File: src/rtl/clock_hms_param_if.sv
// Bus for clock_hms_param: control/load inputs and time/pulse outputs.
// master : drives en, dec, mode12, load and load_h/m/s; observes the time and pulses.
// slave  : the clock core; consumes controls and drives hour/min/sec BCD, pm, pulses.
interface clock_hms_param_if;
  logic       en;
  logic       dec;
  logic       mode12;
  logic       load;
  logic [7:0] load_h;
  logic [7:0] load_m;
  logic [7:0] load_s;
  logic [7:0] hour_bcd;
  logic [7:0] min_bcd;
  logic [7:0] sec_bcd;
  logic       pm;
  logic       sec_tick;
  logic       min_carry;
  logic       hour_carry;
  logic       day_carry;
  logic       load_err;

  modport master (
    output en, dec, mode12, load, load_h, load_m, load_s,
    input  hour_bcd, min_bcd, sec_bcd, pm, sec_tick, min_carry, hour_carry, day_carry,
           load_err
  );

  modport slave (
    input  en, dec, mode12, load, load_h, load_m, load_s,
    output hour_bcd, min_bcd, sec_bcd, pm, sec_tick, min_carry, hour_carry, day_carry,
           load_err
  );
endinterface

File: src/rtl/clock_hms_param.sv
// BCD HH:MM:SS time-of-day counter with built-in prescaler (one second = TICK_DIV
// enabled cycles), up/down counting, synchronous validated load and 12/24-hour display.
// Ports:
//   i_clk   : system clock, rising edge
//   i_rst_n : asynchronous active-low reset
//   io_bus  : clock_hms_param_if.slave (controls, load values, time outputs, pulses)
module clock_hms_param #(
  parameter int unsigned TICK_DIV = 100,
  parameter int unsigned DIV_W    = 7
) (
  input logic              i_clk,
  input logic              i_rst_n,
  clock_hms_param_if.slave io_bus
);

  localparam logic [DIV_W-1:0] DivLast = DIV_W'(TICK_DIV - 1);

  logic [DIV_W-1:0] r_div;
  logic [3:0]       r_s0, r_s1, r_m0, r_m1, r_h0, r_h1;
  logic             r_sec_tick, r_min_carry, r_hour_carry, r_day_carry, r_load_err;

  logic             w_tick;
  logic             w_load_ok;
  logic [3:0]       w_s0, w_s1, w_m0, w_m1, w_h0, w_h1;
  logic             w_sec_wrap, w_min_wrap, w_day_wrap;
  logic [4:0]       w_hour_bin;
  logic [4:0]       w_hour12;
  logic [7:0]       w_hour12_bcd;

  assign w_tick = io_bus.en && (r_div == DivLast);

  // Hours must be 00-23; minutes/seconds tens 0-5 and every units digit 0-9.
  assign w_load_ok =
      ((io_bus.load_h[7:4] < 4'd2 && io_bus.load_h[3:0] <= 4'd9) ||
       (io_bus.load_h[7:4] == 4'd2 && io_bus.load_h[3:0] <= 4'd3)) &&
      io_bus.load_m[7:4] <= 4'd5 && io_bus.load_m[3:0] <= 4'd9 &&
      io_bus.load_s[7:4] <= 4'd5 && io_bus.load_s[3:0] <= 4'd9;

  // Next time on a tick, with the wrap flags that become the carry pulses.
  always_comb begin
    w_s0       = r_s0;
    w_s1       = r_s1;
    w_m0       = r_m0;
    w_m1       = r_m1;
    w_h0       = r_h0;
    w_h1       = r_h1;
    w_sec_wrap = 1'b0;
    w_min_wrap = 1'b0;
    w_day_wrap = 1'b0;
    if (!io_bus.dec) begin
      if (r_s0 != 4'd9) begin
        w_s0 = r_s0 + 4'd1;
      end else begin
        w_s0 = 4'd0;
        if (r_s1 != 4'd5) begin
          w_s1 = r_s1 + 4'd1;
        end else begin
          w_s1       = 4'd0;
          w_sec_wrap = 1'b1;
        end
      end
      if (w_sec_wrap) begin
        if (r_m0 != 4'd9) begin
          w_m0 = r_m0 + 4'd1;
        end else begin
          w_m0 = 4'd0;
          if (r_m1 != 4'd5) begin
            w_m1 = r_m1 + 4'd1;
          end else begin
            w_m1       = 4'd0;
            w_min_wrap = 1'b1;
          end
        end
      end
      if (w_min_wrap) begin
        if (r_h1 == 4'd2 && r_h0 == 4'd3) begin
          w_h1       = 4'd0;
          w_h0       = 4'd0;
          w_day_wrap = 1'b1;
        end else if (r_h0 == 4'd9) begin
          w_h0 = 4'd0;
          w_h1 = r_h1 + 4'd1;
        end else begin
          w_h0 = r_h0 + 4'd1;
        end
      end
    end else begin
      if (r_s0 != 4'd0) begin
        w_s0 = r_s0 - 4'd1;
      end else begin
        w_s0 = 4'd9;
        if (r_s1 != 4'd0) begin
          w_s1 = r_s1 - 4'd1;
        end else begin
          w_s1       = 4'd5;
          w_sec_wrap = 1'b1;
        end
      end
      if (w_sec_wrap) begin
        if (r_m0 != 4'd0) begin
          w_m0 = r_m0 - 4'd1;
        end else begin
          w_m0 = 4'd9;
          if (r_m1 != 4'd0) begin
            w_m1 = r_m1 - 4'd1;
          end else begin
            w_m1       = 4'd5;
            w_min_wrap = 1'b1;
          end
        end
      end
      if (w_min_wrap) begin
        if (r_h1 == 4'd0 && r_h0 == 4'd0) begin
          w_h1       = 4'd2;
          w_h0       = 4'd3;
          w_day_wrap = 1'b1;
        end else if (r_h0 == 4'd0) begin
          w_h0 = 4'd9;
          w_h1 = r_h1 - 4'd1;
        end else begin
          w_h0 = r_h0 - 4'd1;
        end
      end
    end
  end

  always_ff @(posedge i_clk or negedge i_rst_n) begin
    if (!i_rst_n) begin
      r_div        <= '0;
      r_s0         <= 4'd0;
      r_s1         <= 4'd0;
      r_m0         <= 4'd0;
      r_m1         <= 4'd0;
      r_h0         <= 4'd0;
      r_h1         <= 4'd0;
      r_sec_tick   <= 1'b0;
      r_min_carry  <= 1'b0;
      r_hour_carry <= 1'b0;
      r_day_carry  <= 1'b0;
      r_load_err   <= 1'b0;
    end else begin
      r_sec_tick   <= 1'b0;
      r_min_carry  <= 1'b0;
      r_hour_carry <= 1'b0;
      r_day_carry  <= 1'b0;
      r_load_err   <= 1'b0;
      if (io_bus.load) begin
        // Load overrides any coincident tick; a rejected load leaves everything held.
        if (w_load_ok) begin
          r_div <= '0;
          r_h1  <= io_bus.load_h[7:4];
          r_h0  <= io_bus.load_h[3:0];
          r_m1  <= io_bus.load_m[7:4];
          r_m0  <= io_bus.load_m[3:0];
          r_s1  <= io_bus.load_s[7:4];
          r_s0  <= io_bus.load_s[3:0];
        end else begin
          r_load_err <= 1'b1;
        end
      end else if (io_bus.en) begin
        if (w_tick) begin
          r_div        <= '0;
          r_s0         <= w_s0;
          r_s1         <= w_s1;
          r_m0         <= w_m0;
          r_m1         <= w_m1;
          r_h0         <= w_h0;
          r_h1         <= w_h1;
          r_sec_tick   <= 1'b1;
          r_min_carry  <= w_sec_wrap;
          r_hour_carry <= w_min_wrap;
          r_day_carry  <= w_day_wrap;
        end else begin
          r_div <= r_div + 1'b1;
        end
      end
    end
  end

  // 12-hour view: 0 -> 12, 13..23 -> minus 12, otherwise unchanged.
  always_comb begin
    w_hour_bin = 5'(r_h1) * 5'd10 + 5'(r_h0);
    if (w_hour_bin == 5'd0) begin
      w_hour12 = 5'd12;
    end else if (w_hour_bin > 5'd12) begin
      w_hour12 = w_hour_bin - 5'd12;
    end else begin
      w_hour12 = w_hour_bin;
    end
    if (w_hour12 >= 5'd10) begin
      w_hour12_bcd = {4'd1, 4'(w_hour12 - 5'd10)};
    end else begin
      w_hour12_bcd = {4'd0, w_hour12[3:0]};
    end
  end

  assign io_bus.hour_bcd   = io_bus.mode12 ? w_hour12_bcd : {r_h1, r_h0};
  assign io_bus.min_bcd    = {r_m1, r_m0};
  assign io_bus.sec_bcd    = {r_s1, r_s0};
  assign io_bus.pm         = (w_hour_bin >= 5'd12);
  assign io_bus.sec_tick   = r_sec_tick;
  assign io_bus.min_carry  = r_min_carry;
  assign io_bus.hour_carry = r_hour_carry;
  assign io_bus.day_carry  = r_day_carry;
  assign io_bus.load_err   = r_load_err;

endmodule

File: src/flat_wrapper.sv
// flat-port wrapper written by rule: the top's interface ports become plain ports
module clock_hms_param_flat 
#(
  parameter int unsigned TICK_DIV = 100,
  parameter int unsigned DIV_W    = 7
)
  (i_clk, i_rst_n, io_bus_en, io_bus_dec, io_bus_mode12, io_bus_load, io_bus_load_h, io_bus_load_m, io_bus_load_s, io_bus_hour_bcd, io_bus_min_bcd, io_bus_sec_bcd, io_bus_pm, io_bus_sec_tick, io_bus_min_carry, io_bus_hour_carry, io_bus_day_carry, io_bus_load_err);
  clock_hms_param_if io_bus_i ();
  input logic i_clk;
  input logic i_rst_n;
  input wire logic [$bits(io_bus_i.en)-1:0] io_bus_en;
  input wire logic [$bits(io_bus_i.dec)-1:0] io_bus_dec;
  input wire logic [$bits(io_bus_i.mode12)-1:0] io_bus_mode12;
  input wire logic [$bits(io_bus_i.load)-1:0] io_bus_load;
  input wire logic [$bits(io_bus_i.load_h)-1:0] io_bus_load_h;
  input wire logic [$bits(io_bus_i.load_m)-1:0] io_bus_load_m;
  input wire logic [$bits(io_bus_i.load_s)-1:0] io_bus_load_s;
  output wire logic [$bits(io_bus_i.hour_bcd)-1:0] io_bus_hour_bcd;
  output wire logic [$bits(io_bus_i.min_bcd)-1:0] io_bus_min_bcd;
  output wire logic [$bits(io_bus_i.sec_bcd)-1:0] io_bus_sec_bcd;
  output wire logic [$bits(io_bus_i.pm)-1:0] io_bus_pm;
  output wire logic [$bits(io_bus_i.sec_tick)-1:0] io_bus_sec_tick;
  output wire logic [$bits(io_bus_i.min_carry)-1:0] io_bus_min_carry;
  output wire logic [$bits(io_bus_i.hour_carry)-1:0] io_bus_hour_carry;
  output wire logic [$bits(io_bus_i.day_carry)-1:0] io_bus_day_carry;
  output wire logic [$bits(io_bus_i.load_err)-1:0] io_bus_load_err;
  assign io_bus_i.en = io_bus_en;
  assign io_bus_i.dec = io_bus_dec;
  assign io_bus_i.mode12 = io_bus_mode12;
  assign io_bus_i.load = io_bus_load;
  assign io_bus_i.load_h = io_bus_load_h;
  assign io_bus_i.load_m = io_bus_load_m;
  assign io_bus_i.load_s = io_bus_load_s;
  assign io_bus_hour_bcd = io_bus_i.hour_bcd;
  assign io_bus_min_bcd = io_bus_i.min_bcd;
  assign io_bus_sec_bcd = io_bus_i.sec_bcd;
  assign io_bus_pm = io_bus_i.pm;
  assign io_bus_sec_tick = io_bus_i.sec_tick;
  assign io_bus_min_carry = io_bus_i.min_carry;
  assign io_bus_hour_carry = io_bus_i.hour_carry;
  assign io_bus_day_carry = io_bus_i.day_carry;
  assign io_bus_load_err = io_bus_i.load_err;
  clock_hms_param #(.TICK_DIV(TICK_DIV), .DIV_W(DIV_W)) u_core (.i_clk(i_clk), .i_rst_n(i_rst_n), .io_bus(io_bus_i));
endmodule
File: config.mk
export PLATFORM = sky130hd
export DESIGN_NAME = clock_hms_param_flat
export DESIGN_NICKNAME = d
export VERILOG_FILES = /design/src/rtl/clock_hms_param_if.sv /design/src/rtl/clock_hms_param.sv /design/src/flat_wrapper.sv
export SDC_FILE = /design/constraint.sdc
export NUM_CORES = 1
export LEC_CHECK = 0
export ABC_AREA = 1
export CAP_MARGIN = 20
export CORE_MARGIN = 5
export CORE_UTILIZATION = 44
export DETAILED_ROUTE_END_ITERATION = 6
export HOLD_SLACK_MARGIN = 0.02
export PLACE_DENSITY = 0.67
export SLEW_MARGIN = 20
export SYNTH_ARGS = -nofsm -noshare
export SYNTH_HDL_FRONTEND = slang
export SYNTH_SLANG_ARGS = --single-unit
File: constraint.sdc
create_clock -name i_clk -period 4.7 [get_ports i_clk]
set_input_delay 0.94 -clock i_clk [delete_from_list [all_inputs] [get_ports i_clk]]
set_output_delay 0.94 -clock i_clk [all_outputs]
set_load 0.05 [all_outputs]
==> results by group <==
Status
  • Outcome: complete, no violations

Run
  • Number of max-cap violations: 0

Timing
  • Setup TNS: 0 ps
  • Endpoints failing setup: 0
  • Fin crit share: a little over nine tenths
  • Count of pins over their slew limit: 0
  • Hold_ws: 529 ps
  • Crit path time final: 4410 ps
  • Slew headroom: 43.7%
  • Final worst slack: just under 300 ps
  • Highest Clock Rate: around 230 MHz
  • RSZ-0062 raised after global routing: no
  • Worst Skew: approximately 7.0 ps
  • Worst-margin pin slew: 844 ps
  • Final hold vios: 0

Yosys
  • Seq/Total Area, Yosys: between 20% and 30%
  • Seq cells post-synth: 36
  • Post-synth EDFFs: 0
  • Synth Cell Area: a little over 3000 um^2
  • Post-synth cell types: 46
  • Yosys Warn Count: 0
  • Async SR Flop Fraction: 100%
  • Syn avg cell area: 6.89 um^2
  • Net count after synthesis: 498
  • Post-synth top area cell: dfrtp_1
  • Cells after synthesis: 450
  • Top FF cell, synth: dfrtp_1
  • Share of the synthesized area in the top cell type: 29.1%
  • Largest cells by area after synthesis: dfrtp_1, nand2_1, ha_1, o21ai_0, nor2_1

Layout
  • Area Growth Syn to Fin: 24.8%
  • Post-Layout Cell Count: around 610
  • Most frequent cells in the layout: nand2_1, nor2_1, inv_1, clkdlybuf4s50_1, o21ai_0
  • Layout Nets: 556
  • Most common cell after layout, fill and taps aside: nand2_1
  • Number of diodes: 0
  • Layout cells sized above 1: 9.63%

Place
  • Placer's final routability congestion estimate: roughly 0.9
  • DP HPWL: 6.59 mm
  • Number of port buffers: 59
  • Placed cell count: 597
  • DP Worst Slack: ~160 ps

Global routing
  • Largest net degree at the start of global routing: 37
  • All-layer global routing usage: between 15 and 20%
  • Final global-route overflow total: 0
  • Vias in the first global route: 3027
  • Initial antenna violation count: 0
  • First-pass GRT wire length: about 14 mm

CTS
  • CTS max path bufs: 2
  • CTS Sinks: 36
  • Hold bufs inserted after CTS: 0
  • Clock-pin slew on the worst setup and hold paths: 80 ps
  • Clock latency at the later pin of the worst-skew pair: 290 ps
  • Post-CTS setup buffers: 0
  • CTS tree: built
  • H-Tree Depth: 2
  • TritonCTS Buffers: 5
  • Clk Tree Root Cell: clkbuf_8

Detailed routing
  • 1st-iter DRT viols: 171
  • Pre-antenna DRT Iters: 5
  • Via count: 3222
  • Metal2 WL: 3.85 mm
  • WL/cell: 14.1 um
  • Met3 WL: around 530 um
  • M1 wire length: 3.97 mm
  • Post-DRT Antenna Nets: 0
  • Vias per cell: 5.33
  • Final wirelength: roughly 8.5 mm
  • Top routing layer used: met4
  • DRC: 0

Power and ir drop
  • Internal power: 955 uW
  • Reg power frac: roughly 22%
  • Pleak: 1.78 nW
  • Clock share of power: 13.9%
  • Switching pwr: between 1 and 1.5 mW
  • Total power: 2.02 mW
  • VDD IR max: 0.249 mV
  • Switch share: 52.7%
  • Combinational power share: between 60% and 70%
  • Pwr dens: 522 nW/um^2

Critical path
  • Crit Path Max Fanout: 7
  • Critical path required time: 3760 ps
  • CP endpoint kind: output pin
  • Crit Path Class: reg2out
  • CP Launch Type: flip-flop
  • Worst Path Arrival: ~3500 ps

Floorplanning
  • Row count: 30
  • Die Height: around 94 um
  • Starting Density: 45.4%
  • Die area: between 8000 and 9000 um^2
  • I/O pin count: 60
  • DIE WIDTH: 93.9 um
  • Core region area: slightly below 7000 um^2

Min path
  • Hold/Removal Path Class: reg2reg
==> timing repair <==
action	in CTS	in global routing
endpoints found under the setup margin	1	1
gates resized for setup	1	3
endpoints found under the hold margin	0	0
==> flip-flops by register name, indices dropped and copies added (netlist names) <==
signal                    cells
u_core.io_bus.load_err        1
u_core.r_h1                   4
u_core.r_s1                   4
u_core.io_bus.sec_tick        1
u_core.io_bus.min_carry       1
u_core.r_m0                   4
u_core.r_div                  7
u_core.io_bus.day_carry       1
u_core.r_m1                   4
u_core.r_h0                   4
u_core.io_bus.hour_carry      1
u_core.r_s0                   4
==> final timing paths <==
path | to | cells after the start | slack, ps | from
worst min-delay path | u_core.r_m1[2] | 2 | 530 | u_core.r_m1[2]
max in group asynchronous | u_core.r_s1[3] | 1 | 3420 | i_rst_n
worst max register to register | u_core.r_s1[3] | 9 | 2600 | u_core.r_div[0]
min in group asynchronous | u_core.r_h0[3] | 1 | 750 | i_rst_n
worst min register to register | u_core.r_m1[2] | 2 | 530 | u_core.r_m1[2]
worst max-delay path | io_bus_hour_bcd[4] | 17 | 290 | u_core.r_h0[1]
==> cells by family (layout without fill, tap and decap cells) <==
family          count (synthesis)  after routing  synth area share [%]
fa+ha+maj                      18             18                  7.51
mux                             1              1                 0.323
xor+xnor                       10             10                  2.83
compound gates                105            105                  20.7
simple gates                  208            208                  30.5
flops                          36             36                  29.1
buf+inv                        72            131                  9.12
==> worst max-delay path, cell delays in order, from the launching register on <==
cell and delay [ps]:
dfrtp_1 450, ha_1 250, fa_1 430, xnor2_1 260, inv_1 120, ha_1 240
inv_1 60, nor2_1 60, o211ai_1 170, nand2_1 90, nor2_1 140, ha_1 190
inv_1 40, nand2_1 110, nand3_2 100, nand2_2 90, o21ai_0 100, clkbuf_2 250
==> final cells by class <==
type	instances	area [um^2]
Clock buffer	5	68.8
Clock inverter	3	42.5
Fill cell	692	2960
Inverter	62	233
Multi-Input combinational cell	342	1920
Sequential cell	36	901
Tap cell	96	120
Timing Repair Buffer	61	588
==> stage by stage <==
step | utilization, % | area [um^2]
floorplan | - | 3100
global placement | 55.1 | 3760
detailed placement | 55.1 | 3760
CTS | 56.7 | 3870
global route | 56.6 | 3870
finish | 56.6 | 3870
==> cell usage after synthesis, types with 2 or more instances <==
master    number
ha_1          17
nor2_2         7
nand3_1       21
or2_2          3
inv_2          7
o21ai_1        8
xnor2_1        3
o21ai_0       42
nand2_2        7
o221ai_1       2
o21a_1         3
o211ai_2       2
nor3_1         6
a31oi_1        8
nand3_2        3
nand2_1       89
nor3_4         2
dfrtp_1       36
nor2_1        55
clkbuf_1       6
a21oi_1       14
o211ai_1      12
inv_1         54
xor2_1         7
buf_4          3
nand4_1       10
o31ai_1        2
o22ai_1        2
a211oi_1       2
==> layer usage <==
metal / track usage [%] / vias up
met3: 3.04 / 17
met5: 0 / -
li1: - / 1624
met1: 27.2 / 1475
met4: 6.26 / 0
met2: 32.1 / 106
==> power by group through the flow <==
stage / logic, mW / registers (mW) / clock network (mW)
after global placement: 1.26 / 0.454 / 0
after CTS: 1.29 / 0.452 / 0.287
after detailed placement: 1.29 / 0.458 / 0
final: 1.29 / 0.453 / 0.280
after floorplan: 0.880 / 0.523 / 0
after global routing: 1.40 / 0.465 / 0.298
Note: power is estimated with default switching activity, not from simulation.
